File: src/rtl/i2c_poll_ctrl_pkg.sv
// Shared types and defaults for the periodic I2C sensor poller.
package i2c_poll_ctrl_pkg;

  typedef enum logic [1:0] {
    StIdle,
    StIssue,
    StWait,
    StFail
  } poll_state_e;

  localparam int unsigned DefPollPeriod = 100000;
  localparam int unsigned DefTimeout    = 4096;
  localparam logic [6:0]  DefDevAddr    = 7'h48;
  localparam int unsigned SampleWidth   = 16;

endpackage

File: src/rtl/i2c_poll_ctrl_timer.sv
// Up-counter with synchronous clear and a terminal-count flag at Terminal-1.
module poll_timer #(
  parameter int unsigned Terminal = 2
) (
  input  logic clk_i,
  input  logic reset_i,
  input  logic clr_i,
  input  logic en_i,
  output logic tc_o
);

  localparam int unsigned Width = (Terminal > 2) ? $clog2(Terminal) : 1;
  localparam logic [Width-1:0] TcValue = Width'(Terminal - 1);

  logic [Width-1:0] count_d, count_q;

  // Clear wins over enable so a restart always begins from zero.
  always_comb begin
    count_d = count_q;
    if (clr_i) begin
      count_d = '0;
    end else if (en_i) begin
      count_d = count_q + 1'b1;
    end
  end

  always_ff @(posedge clk_i) begin
    if (reset_i) begin
      count_q <= '0;
    end else begin
      count_q <= count_d;
    end
  end

  assign tc_o = (count_q == TcValue);

endmodule

File: src/rtl/i2c_poll_ctrl.sv
// Periodic / on-demand 16-bit register reader driving an existing I2C master.
module i2c_poll_ctrl
  import i2c_poll_ctrl_pkg::*;
#(
  parameter int unsigned POLL_PERIOD = DefPollPeriod,
  parameter int unsigned TIMEOUT     = DefTimeout,
  parameter logic [6:0]  DEV_ADDR    = DefDevAddr
) (
  input  logic                   clk_i,
  input  logic                   reset_i,
  input  logic                   enable_i,
  input  logic                   trig_i,
  output logic                   m_start_o,
  output logic [6:0]             m_addr_o,
  input  logic                   m_done_i,
  input  logic                   m_ack_err_i,
  input  logic [SampleWidth-1:0] m_data_i,
  output logic [SampleWidth-1:0] sample_o,
  output logic                   sample_valid_o,
  output logic                   err_o,
  output logic [7:0]             err_count_o,
  output logic                   busy_o
);

  poll_state_e state_d, state_q;

  logic period_tc, timeout_tc;
  logic go, start_txn, read_ok;

  logic                   pending_d, pending_q;
  logic [SampleWidth-1:0] sample_d, sample_q;
  logic                   sv_d, sv_q;
  logic [7:0]             err_count_d, err_count_q;

  assign go        = (enable_i && period_tc) || trig_i || pending_q;
  assign start_txn = (state_q == StIdle) && go;
  assign read_ok   = (state_q == StWait) && m_done_i && !m_ack_err_i;

  poll_timer #(
    .Terminal (POLL_PERIOD)
  ) u_period_timer (
    .clk_i   (clk_i),
    .reset_i (reset_i),
    .clr_i   (start_txn),
    .en_i    ((state_q == StIdle) && enable_i),
    .tc_o    (period_tc)
  );

  poll_timer #(
    .Terminal (TIMEOUT)
  ) u_timeout_timer (
    .clk_i   (clk_i),
    .reset_i (reset_i),
    .clr_i   (start_txn),
    .en_i    (state_q == StWait),
    .tc_o    (timeout_tc)
  );

  always_ff @(posedge clk_i) begin
    if (reset_i) begin
      state_q <= StIdle;
    end else begin
      state_q <= state_d;
    end
  end

  // m_done is checked before the timeout so a same-cycle completion still succeeds.
  always_comb begin
    state_d = state_q;
    case (state_q)
      StIdle:  if (go) state_d = StIssue;
      StIssue: state_d = StWait;
      StWait: begin
        if (m_done_i) begin
          state_d = m_ack_err_i ? StFail : StIdle;
        end else if (timeout_tc) begin
          state_d = StFail;
        end
      end
      StFail:  state_d = StIdle;
      default: state_d = StIdle;
    endcase
  end

  // Pulses are masked while reset is held so an abandoned transaction emits nothing.
  always_comb begin
    m_start_o      = (state_q == StIssue) && !reset_i;
    err_o          = (state_q == StFail) && !reset_i;
    busy_o         = (state_q != StIdle) && !reset_i;
    sample_valid_o = sv_q && !reset_i;
  end

  always_comb begin
    pending_d = pending_q;
    if (start_txn) begin
      pending_d = 1'b0;
    end else if (trig_i && (state_q != StIdle)) begin
      pending_d = 1'b1;
    end
    sample_d    = read_ok ? m_data_i : sample_q;
    sv_d        = read_ok;
    err_count_d = err_count_q;
    if ((state_q == StFail) && (err_count_q != 8'hFF)) begin
      err_count_d = err_count_q + 8'd1;
    end
  end

  always_ff @(posedge clk_i) begin
    if (reset_i) begin
      pending_q   <= 1'b0;
      sample_q    <= '0;
      sv_q        <= 1'b0;
      err_count_q <= 8'h00;
    end else begin
      pending_q   <= pending_d;
      sample_q    <= sample_d;
      sv_q        <= sv_d;
      err_count_q <= err_count_d;
    end
  end

  assign sample_o    = sample_q;
  assign err_count_o = err_count_q;
  assign m_addr_o    = DEV_ADDR;

endmodule

File: config.mk
export PLATFORM = sky130hd
export DESIGN_NAME = i2c_poll_ctrl
export DESIGN_NICKNAME = d
export VERILOG_FILES = /design/src/rtl/i2c_poll_ctrl_pkg.sv /design/src/rtl/i2c_poll_ctrl_timer.sv /design/src/rtl/i2c_poll_ctrl.sv
export SDC_FILE = /design/constraint.sdc
export NUM_CORES = 1
export LEC_CHECK = 0
export BUFFER_PORTS_ARGS = -buffer_cell sky130_fd_sc_hd__buf_2
export CAP_MARGIN = 20
export CORE_UTILIZATION = 35
export DETAILED_ROUTE_END_ITERATION = 12
export GPL_TIMING_DRIVEN = 0
export PLACE_DENSITY = 0.64
export SYNTH_ARGS = -nofsm -noshare
export SYNTH_HDL_FRONTEND = slang
export SYNTH_HIERARCHICAL = 1
export SYNTH_SLANG_ARGS = --single-unit
File: constraint.sdc
create_clock -name clk_i -period 4.3 [get_ports clk_i]
set_input_delay 0.43 -clock clk_i [delete_from_list [all_inputs] [get_ports clk_i]]
set_output_delay 0.43 -clock clk_i [all_outputs]
set_load 0.05 [all_outputs]
==> results.yml, run 1 <==
detailed_routing:
  wl_um: 5660
  dr.pass1.iters: 4
  drt_iter0_drc: 110
  drc: 0
  wl_per_cell_um: 11.77
  dr_total_vias: 2373
  vias_per_cell: 4.933
  ant_nets: 0
yosys:
  synthAdderAreaFrac: 0.01408
  synth_seq_area_share: 0.4282
  synth_cell_types: 49
  synth_flop_cell: "dfxtp_1"
  synth_area_sq_um: 2665
  async_reset_ff_frac: 0
  syn_area_per_cell_sq_um: 8.542
  synth_xor_area_frac: 0.04930
  synth_edf_count: 0
  synth_top_family_by_area: "simple AND/OR/NAND/NOR gates"
  ys_ff_latch: 57
  yosysWarnings: 6
  syn_inst: 312
  synth_compound_area_frac: 0.1216
  synth.mux.area_fraction: 0.02629
  synthSimpleGateAreaFrac: 0.2878
cts:
  post-cts-setup-buffers: 0
  numCtsBuffers: 9
  cts.repair.resized: 0
  clk_path_buf_depth: 2
  clk_latency_ps: 340
  cts_tree: "yes"
  clk_pin_slew_worst_paths_ps: 60
  clock-root-buffer: "clkbuf_8"
  hold_buffers: 0
  h-tree-depth: 3
  cts.sinks: 57
floorplan:
  fp-row-count: 31
  core_sq_um: 7292
  die_w_um: 89.26
  dieArea_sq_um: 7967
  io-pin-count: 57
  die_y_um: 89.26
  start_util: 0.3655
sta:
  setup_tns_ps: 0
  min_period_over_period: 0.6378
  post-route-min-period_ps: 2742
  worstMarginPinSlew_ps: 522.2
  max-slew-margin-rel: 0.6519
  drv_slew: 0
  finalHoldViolations: 0
  rsz0062_at_grt: "no"
  setup-violations-final: 0
  max_freq_ghz: 0.3647
  skew_ps: 7.388
status:
  run_status: "finished clean"
place:
  dp_hpwl_um: 4059
  globalplace.congestion: 0.8335
  numPortBuffers: 49
flow_run:
  cap_viol_max_count: 0
global_route:
  overflow: 0
  grtUsageTotal: 0.1491
  grt_pass1_wl_um: 9094
  grt_pass1_vias: 2138
  grt_max_degree: 11
  antenna_found_initial: 0
cells_and_area:
  diodes: 0
  multiInputGateArea_sq_um: 1356
  drive_above_1_share: 0.2565
  syn2layout_area_growth_pct: 23.71
  fillCellCount: 756
  final_nets: 402
  finish.utilization: 0.4521
  seqCellArea_sq_um: 1141
power_and_ir_drop:
  pwr-share-comb: 0.096
  p_seq_frac: 0.424
  swShare: 0.2351
  switchingPower_mw: 0.3009
  clkPwrFrac: 0.480
  ir_worst_vdd_uv: 191.8
  leakage_nw: 1.285
  power.density_nw_per_um2: 388.1
  p_int_mw: 0.9786
worst_hold_path:
  hold_path_class: "input port to register"
  hold_depth: 2
setup_path:
  crit_path_start_kind: "register"
  crit_type: "register to register"
  worstPathRequired_ps: 4500
  crit_path_end_kind: "register"
  crit_arrival_ps: 2950
  reg2reg_depth: 11
  crit_path_max_fanout: 10
## worst paths after layout
kind                              from                         to  slack (ps)
max          u_period_timer/count_q[0]  u_period_timer/count_q[9]        1560
min                             trig_i                  pending_q         310
max reg2reg  u_period_timer/count_q[0]  u_period_timer/count_q[9]        1560
min reg2reg                sample_o[9]                sample_o[9]         450
## layout make-up
class                           count  share of cell area
Buffer                             24             0.05085
Clock buffer                       11             0.04288
Multi-Input combinational cell    231              0.4114
Inverter                            5            0.005693
Clock inverter                      5             0.03112
Timing Repair Buffer               49             0.07438
Tap cell                           99             0.03757
Sequential cell                    57              0.3461
## state kept, by name, summed over array words and instances, names as in the netlist
register and count:
pending_q 1, u_period_timer/count_q 17, sample_o 16, u_timeout_timer/count_q 12, state_q 2, sv_q 1, err_count_o 8
## Yosys cell counts, types with 4 or more instances
master,count,area (sq um)
dfxtp_1,57,1141
nor2_1,29,108.9
buf_2,5,25.02
o21ai_0,6,30.03
o31ai_1,6,45.04
nand3_1,6,30.03
and3_1,6,37.54
and4_1,4,35.03
xor2_1,11,96.34
nand2_1,49,183.9
nor4_1,4,25.02
mux2i_1,4,40.04
or4_1,6,45.04
buf_6,4,45.04
nand4_1,15,93.84
buf_4,11,82.58
xnor2_1,4,35.03
clkbuf_1,4,15.01
inv_1,5,18.77
a21oi_1,29,145.1
## power groups by stage
stage	combinational (mW)	clock, mW	sequential (mW)
floorplan	0.0821	0	0.564
global placement	0.122	0	0.554
detailed placement	0.123	0	0.554
CTS	0.124	0.629	0.542
global route	0.134	0.659	0.543
finish	0.123	0.614	0.542
## metrics by stage
step / power (mW) / cell area (sq um) / setup slack (ps) / std cells / hold WS (ps)
after floorplan: 0.6465 / 2684 / 2175 / 317 / 434.7
after global placement: 0.6763 / 3053 / 1589 / 465 / 438.3
after detailed placement: 0.6772 / 3053 / 1614 / 465 / 444.4
after CTS: 1.295 / 3297 / 1583 / 481 / 293.3
after global routing: 1.336 / 3297 / 1285 / 481 / 300.1
final: 1.280 / 3297 / 1558 / 481 / 307.2
## routing by layer
layer | vias to the layer above | wire length (um) | global-route usage
met4 | 0 | 42 | 0.04762
met3 | 5 | 411 | 0.05817
li1 | 1216 | - | -
met1 | 1086 | 2675 | 0.1731
met2 | 66 | 2531 | 0.2526
met5 | - | 0 | 0
## placed cells by master, fill, tap and decap left out, drive strengths merged, types with 3 or more instances in the layout
| master | netlist | final |
|---|---|---|
| a21oi | 31 | 31 |
| or3 | 5 | 5 |
| nor3 | 3 | 3 |
| nand2 | 49 | 49 |
| xor2 | 11 | 11 |
| nand2b | 3 | 3 |
| dfxtp | 57 | 57 |
| or4 | 6 | 6 |
| xnor2 | 4 | 4 |
| mux2i | 4 | 4 |
| conb | 2 | 7 |
| nand3 | 7 | 7 |
| o31ai | 6 | 6 |
| clkbuf | 4 | 15 |
| nand4 | 15 | 15 |
| and4 | 5 | 5 |
| ha | 3 | 3 |
| nor2 | 29 | 29 |
| inv | 5 | 5 |
| bufinv | 0 | 3 |
| buf | 20 | 69 |
| nor4 | 4 | 4 |
| o21ai | 6 | 6 |
| and3 | 6 | 6 |
## critical path, stage by stage (launching register included)
cell and delay, ps:
dfxtp_1 420, ha_1 280, and3_1 180, nand3_1 120
nor3_1 260, a211o_1 190, nand2_1 80, inv_1 110
or2_2 110, clkbuf_1 290, clkbuf_1 460, nor2_1 100
## cells by family after synthesis
family	Yosys count
XOR/XNOR	15
adder cells (fa/ha/maj)	3
flip-flops	57
other	2
AND/OR/NAND/NOR	146
buffers and inverters	29
multiplexers	6
AO/OA/AOI/OAI	54
(Power assumes the default switching activity.)
==> inputs of run 2 (changes only) <==
--- a/config.mk
+++ b/config.mk
@@ -5,6 +5,7 @@
 export SDC_FILE = /design/constraint.sdc
 export NUM_CORES = 1
 export LEC_CHECK = 0
+export ABC_AREA = 1
 export BUFFER_PORTS_ARGS = -buffer_cell sky130_fd_sc_hd__buf_2
 export CAP_MARGIN = 20
 export CORE_UTILIZATION = 35
==> constraint.sdc (replaced) <==
create_clock -name clk_i -period 2.75 [get_ports clk_i]
set_input_delay 0.275 -clock clk_i [delete_from_list [all_inputs] [get_ports clk_i]]
set_output_delay 0.275 -clock clk_i [all_outputs]
set_load 0.05 [all_outputs]
==> results.yml, run 2 <==
flow_run:
  cap_viol_max_count: 0
global_route:
  grt_pass1_wl_um: 10140
  grtUsageTotal: 0.1522
  overflow: 0
  antenna_found_initial: 0
  grt_pass1_vias: 2394
  grt_max_degree: 11
detailed_routing:
  ant_nets: 0
  dr_total_vias: 2666
  drt_iter0_drc: 131
  vias_per_cell: 4.620
  drc: 0
  dr.pass1.iters: 4
  wl_per_cell_um: 10.11
  wl_um: 5834
cts:
  hold_buffers: 0
  h-tree-depth: 3
  cts_tree: "yes"
  clk_path_buf_depth: 2
  post-cts-setup-buffers: 0
  cts.repair.resized: 0
  clk_pin_slew_worst_paths_ps: 70
  cts.sinks: 57
  clk_latency_ps: 330
  numCtsBuffers: 9
  clock-root-buffer: "clkbuf_8"
yosys:
  synth_area_leaders: "dfxtp_1 41%, nor2_1 11%, nand2_1 10%"
  ys_ff_latch: 57
  synth_flop_cell: "dfxtp_1"
  synth_area_sq_um: 2771
  yosysWarnings: 6
  synth_edf_count: 0
  yosys.area.top_type_share: 0.4117
  synth.most_common_cell: "nor2_1"
  async_reset_ff_frac: 0
  synth_seq_area_share: 0.4117
  synth_top_area_cell: "dfxtp_1"
  netlist_top_cells_count: "83 x nor2_1, 74 x nand2_1, 57 x dfxtp_1"
  synth_cell_types: 30
  syn_area_per_cell_sq_um: 6.843
  syn_inst: 405
cells_and_area:
  largest_register: "u_period_timer/count_q"
  fin_area_sq_um: 3406
  finish.utilization: 0.4430
  mostFrequentLayoutCells: "83 x nor2_1, 74 x nand2_1, 57 x dfxtp_1"
  largest_reg_flops: 17
  diodes: 0
  drive_above_1_share: 0.2147
  final_common_cell: "nor2_1"
  final_nets: 495
  syn2layout_area_growth_pct: 22.89
setup_path:
  crit_path_end_kind: "register"
  crit_path_max_fanout: 10
  crit_arrival_ps: 2240
  crit_type: "register to register"
  worstPathRequired_ps: 3010
  crit_path_start_kind: "register"
place:
  dp_hpwl_um: 4315
  dpl-instance-area_sq_um: 3163
  numPortBuffers: 49
  globalplace.congestion: 0.7966
sta:
  min_period_over_period: 0.7196
  drv_slew: 0
  rsz0062_at_grt: "no"
  worstMarginPinSlew_ps: 599.8
  setup_tns_ps: 0
  finalHoldViolations: 0
  skew_ps: 5.794
  post-route-min-period_ps: 1979
  setup-violations-final: 0
  max_freq_ghz: 0.5053
  max-slew-margin-rel: 0.5992
worst_hold_path:
  hold_path_class: "input port to register"
power_and_ir_drop:
  ir_worst_vdd_uv: 340.2
  power.density_nw_per_um2: 592.5
  leakage_nw: 1.470
floorplan:
  start_util: 0.3605
  core_sq_um: 7687
  fp-row-count: 32
  io-pin-count: 57
  die_y_um: 90.99
  die_w_um: 90.99
  dieArea_sq_um: 8278
status:
  run_status: "finished clean"
run 2: changes by cell type in the layout (fill, tap and decap cells not counted), moves of 6 or more:
cell | before | now
o21ai_0 | 6 | 18
xor2_1 | 11 | 0
nor2_1 | 29 | 83
or4_1 | 6 | 0
nor2_2 | 0 | 7
nor3_1 | 3 | 9
o21ai_1 | 0 | 11
inv_1 | 5 | 45
nand3_1 | 6 | 29
o31ai_1 | 6 | 0
nand2_1 | 49 | 74
nand4_1 | 15 | 2
run 2: final cells by class:
| cell class | instances | area (sq um) |
|---|---|---|
| fill | 836 | 4282 |
| multi-input combinational | 289 | 1339 |
| sequential | 57 | 1141 |
| timing repair buffer | 49 | 245.2 |
| inverter | 49 | 188.9 |
| clock buffer | 10 | 137.6 |
| tap | 102 | 127.6 |
| buffer | 15 | 121.4 |
| clock inverter | 6 | 105.1 |
run 2: logic make-up (layout without fill, tap and decap cells):
group,after synthesis,after routing,share of synthesized area
compound gates,56,56,0.1020
fa+ha+maj,3,3,0.01355
flops,57,57,0.4117
buf+inv,64,129,0.1120
simple gates,223,223,0.3580
other cells,2,7,0.002710
run 2: worst max-delay path, cell delays in order, from the launching register on:
cell and delay (ps):
dfxtp_1 330, ha_1 210, inv_1 50, nor2_1 50, nand3_1 80, nor2_1 50
nand2_1 70, nand3_1 60, nand2_1 110, inv_1 60, nor2_1 290, buf_2 290
o21ai_0 110, a21oi_1 130
run 2: power by group:
part / internal (mW) / total, mW / switching (mW)
logic: 0.0635 / 0.209 / 0.146
clock network: 0.621 / 0.951 / 0.330
registers: 0.843 / 0.858 / 0.0145
run 2: worst paths after layout:
path	cells past startpoint	endpoint	slack (ps)	startpoint
max	13	u_period_timer/count_q[5]	770	u_period_timer/count_q[0]
min	3	sample_o[13]	170	m_data_i[13]
min reg2reg	2	u_timeout_timer/count_q[5]	450	u_timeout_timer/count_q[5]
max reg2reg	13	u_period_timer/count_q[5]	770	u_period_timer/count_q[0]
run 2: through the flow:
stage	setup slack (ps)	cells	total power, mW	hold WS (ps)
6_report	771.1	577	2.018	174.3
5_1_grt	475.3	577	2.107	172.4
4_1_cts	761.1	577	2.041	163.3
3_5_place_dp	780.6	561	1.086	437.3
3_3_place_gp	843.8	561	1.083	431.6
2_1_floorplan	1130	410	1.035	420.7
run 2: per-layer routing:
metal | up-vias | track usage | part of all wire
met5 | - | 0 | 0
met4 | 0 | 0.05688 | 0.013
met3 | 6 | 0.06030 | 0.047
met2 | 52 | 0.2582 | 0.48
met1 | 1203 | 0.1717 | 0.46
li1 | 1405 | - | -
==> inputs of run 3 (changes only) <==
--- a/config.mk
+++ b/config.mk
@@ -11,7 +11,7 @@
 export CORE_UTILIZATION = 35
 export DETAILED_ROUTE_END_ITERATION = 12
 export GPL_TIMING_DRIVEN = 0
-export PLACE_DENSITY = 0.64
+export PLACE_DENSITY = 0.66
 export SYNTH_ARGS = -nofsm -noshare
 export SYNTH_HDL_FRONTEND = slang
 export SYNTH_HIERARCHICAL = 1
==> constraint.sdc (replaced) <==
create_clock -name clk_i -period 1.8 [get_ports clk_i]
set_input_delay 0.18 -clock clk_i [delete_from_list [all_inputs] [get_ports clk_i]]
set_output_delay 0.18 -clock clk_i [all_outputs]
set_load 0.05 [all_outputs]
==> results.yml, run 3 (synthesis results as in run 2) <==
setup_path:
  crit_type: "register to register"
  crit_path_max_fanout: 10
  crit_path_end_kind: "register"
  crit_arrival_ps: 1910
  crit_path_start_kind: "register"
  reg2reg_from: "u_period_timer/count_q[9]"
  crit_path_start: "u_period_timer/count_q[9]"
  worstPathRequired_ps: 2010
place:
  dp_slack_ps: -133.2
  globalplace.congestion: 0.8103
  dp_hpwl_um: 4256
  numPortBuffers: 49
global_route:
  grt_pass1_vias: 2345
  overflow: 0
  grt_pass1_wl_um: 9922
  antenna_found_initial: 0
  grt_max_degree: 11
  grtUsageTotal: 0.1488
cells_and_area:
  drive_above_1_share: 0.2331
  final_common_cell: "nor2_1"
  mostFrequentLayoutCells: "79 x nor2_1, 72 x nand2_1, 53 x dfxtp_1"
  largest_reg_flops: 17
  fillCellCount: 806
  final_nets: 495
  syn2layout_area_growth_pct: 21.40
  diodes: 0
  largest_register: "u_period_timer/count_q"
detailed_routing:
  drt_iter0_drc: 65
  dr_total_vias: 2558
  wl_per_cell_um: 9.983
  wl_um: 5730
  drc: 0
  ant_nets: 0
  vias_per_cell: 4.456
  dr.pass1.iters: 4
power_and_ir_drop:
  power_mw: 2.615
  leakage_nw: 1.431
  ir_worst_vdd_uv: 344.1
  power.density_nw_per_um2: 777.3
sta:
  finalHoldViolations: 0
  fin_ws_ps: 101.4
  skew_ps: 8.376
  drv_slew: 0
  setup-violations-final: 0
  min_period_over_period: 0.9437
  hold_ws_ps: 87.28
  max_freq_ghz: 0.5887
  post-route-min-period_ps: 1699
  rsz0062_at_grt: "yes"
worst_hold_path:
  hp-start: "m_data_i[3]"
  hold_path_class: "input port to register"
cts:
  hold_buffers: 0
  clk_path_buf_depth: 2
  h-tree-depth: 3
  numCtsBuffers: 9
  post-cts-setup-buffers: 0
  cts_tree: "yes"
  clock-root-buffer: "clkbuf_8"
  clk_pin_slew_worst_paths_ps: 60
  cts.sinks: 57
  clk_latency_ps: 330
floorplan:
  die_y_um: 90.99
  core_sq_um: 7687
  dieArea_sq_um: 8278
  fp-row-count: 32
  start_util: 0.3605
  io-pin-count: 57
  die_w_um: 90.99
status:
  run_status: "finished clean"
flow_run:
  cap_viol_max_count: 0
[run 3: changes by cell type in the layout (fill, tap and decap cells not counted), moves of 3 or more]
cell       change
dfxtp_1        -4
nor2_2         +3
nor2_1         -4
dfxtp_2        +4
bufinv_16      -3
[run 3: per-stage QoR]
step                  util  TNS [ps]  area (sq um)  std cells
floorplan                -         0          2790        410
global placement    0.4115    -645.4          3163        561
detailed placement  0.4115    -867.0          3163        561
CTS                 0.4328         0          3327        574
global route        0.4377    -52.99          3364        574
finish              0.4377         0          3364        574
[run 3: path summary, 6_finish.rpt]
check,to,slack (ps),depth (start not counted)
worst max-delay path,u_timeout_timer/count_q[4],100,11
worst min-delay path,sample_o[3],90,3
worst max register to register,u_timeout_timer/count_q[4],100,11
worst min register to register,u_timeout_timer/count_q[5],450,2
[run 3: what timing repair did]
item / 4_1_cts / 5_1_grt
resized for setup: 6 / 12
setup endpoints to repair: 12 / 22
pin swaps: 0 / 1
[run 3: layout make-up]
class | count | area, sq um | share of cell area
Sequential cell | 57 | 1146 | 0.3406
Tap cell | 102 | 127.6 | 0.03793
Inverter | 49 | 188.9 | 0.05615
Clock inverter | 1 | 5.005 | 0.001488
Multi-Input combinational cell | 289 | 1375 | 0.4087
Timing Repair Buffer | 49 | 245.2 | 0.07289
Buffer | 15 | 131.4 | 0.03905
Clock buffer | 12 | 145.1 | 0.04314
[run 3: power breakdown]
group	switching, mW	internal [mW]	leakage [nW]
clock network	0.453	0.512	0.0782
registers	0.0243	1.29	0.462
logic	0.229	0.108	0.891
[run 3: worst max-delay path, stage by stage (launching register included)]
cell and delay, ps:
dfxtp_1 370, nand2_1 80, or3_1 360, nor2_2 130
nand2_1 60, nand3_1 90, nand2_2 80, inv_2 90
nor2_2 60, buf_6 130, o21ai_0 70, a21oi_1 50
[run 3: per-layer routing]
| metal | track usage | vias to the layer above | share of wire |
|---|---|---|---|
| met5 | 0 | - | 0 |
| met4 | 0.05952 | 0 | 0.016 |
| met3 | 0.05193 | 5 | 0.046 |
| met2 | 0.2513 | 44 | 0.46 |
| met1 | 0.1715 | 1113 | 0.48 |
| li1 | - | 1396 | - |
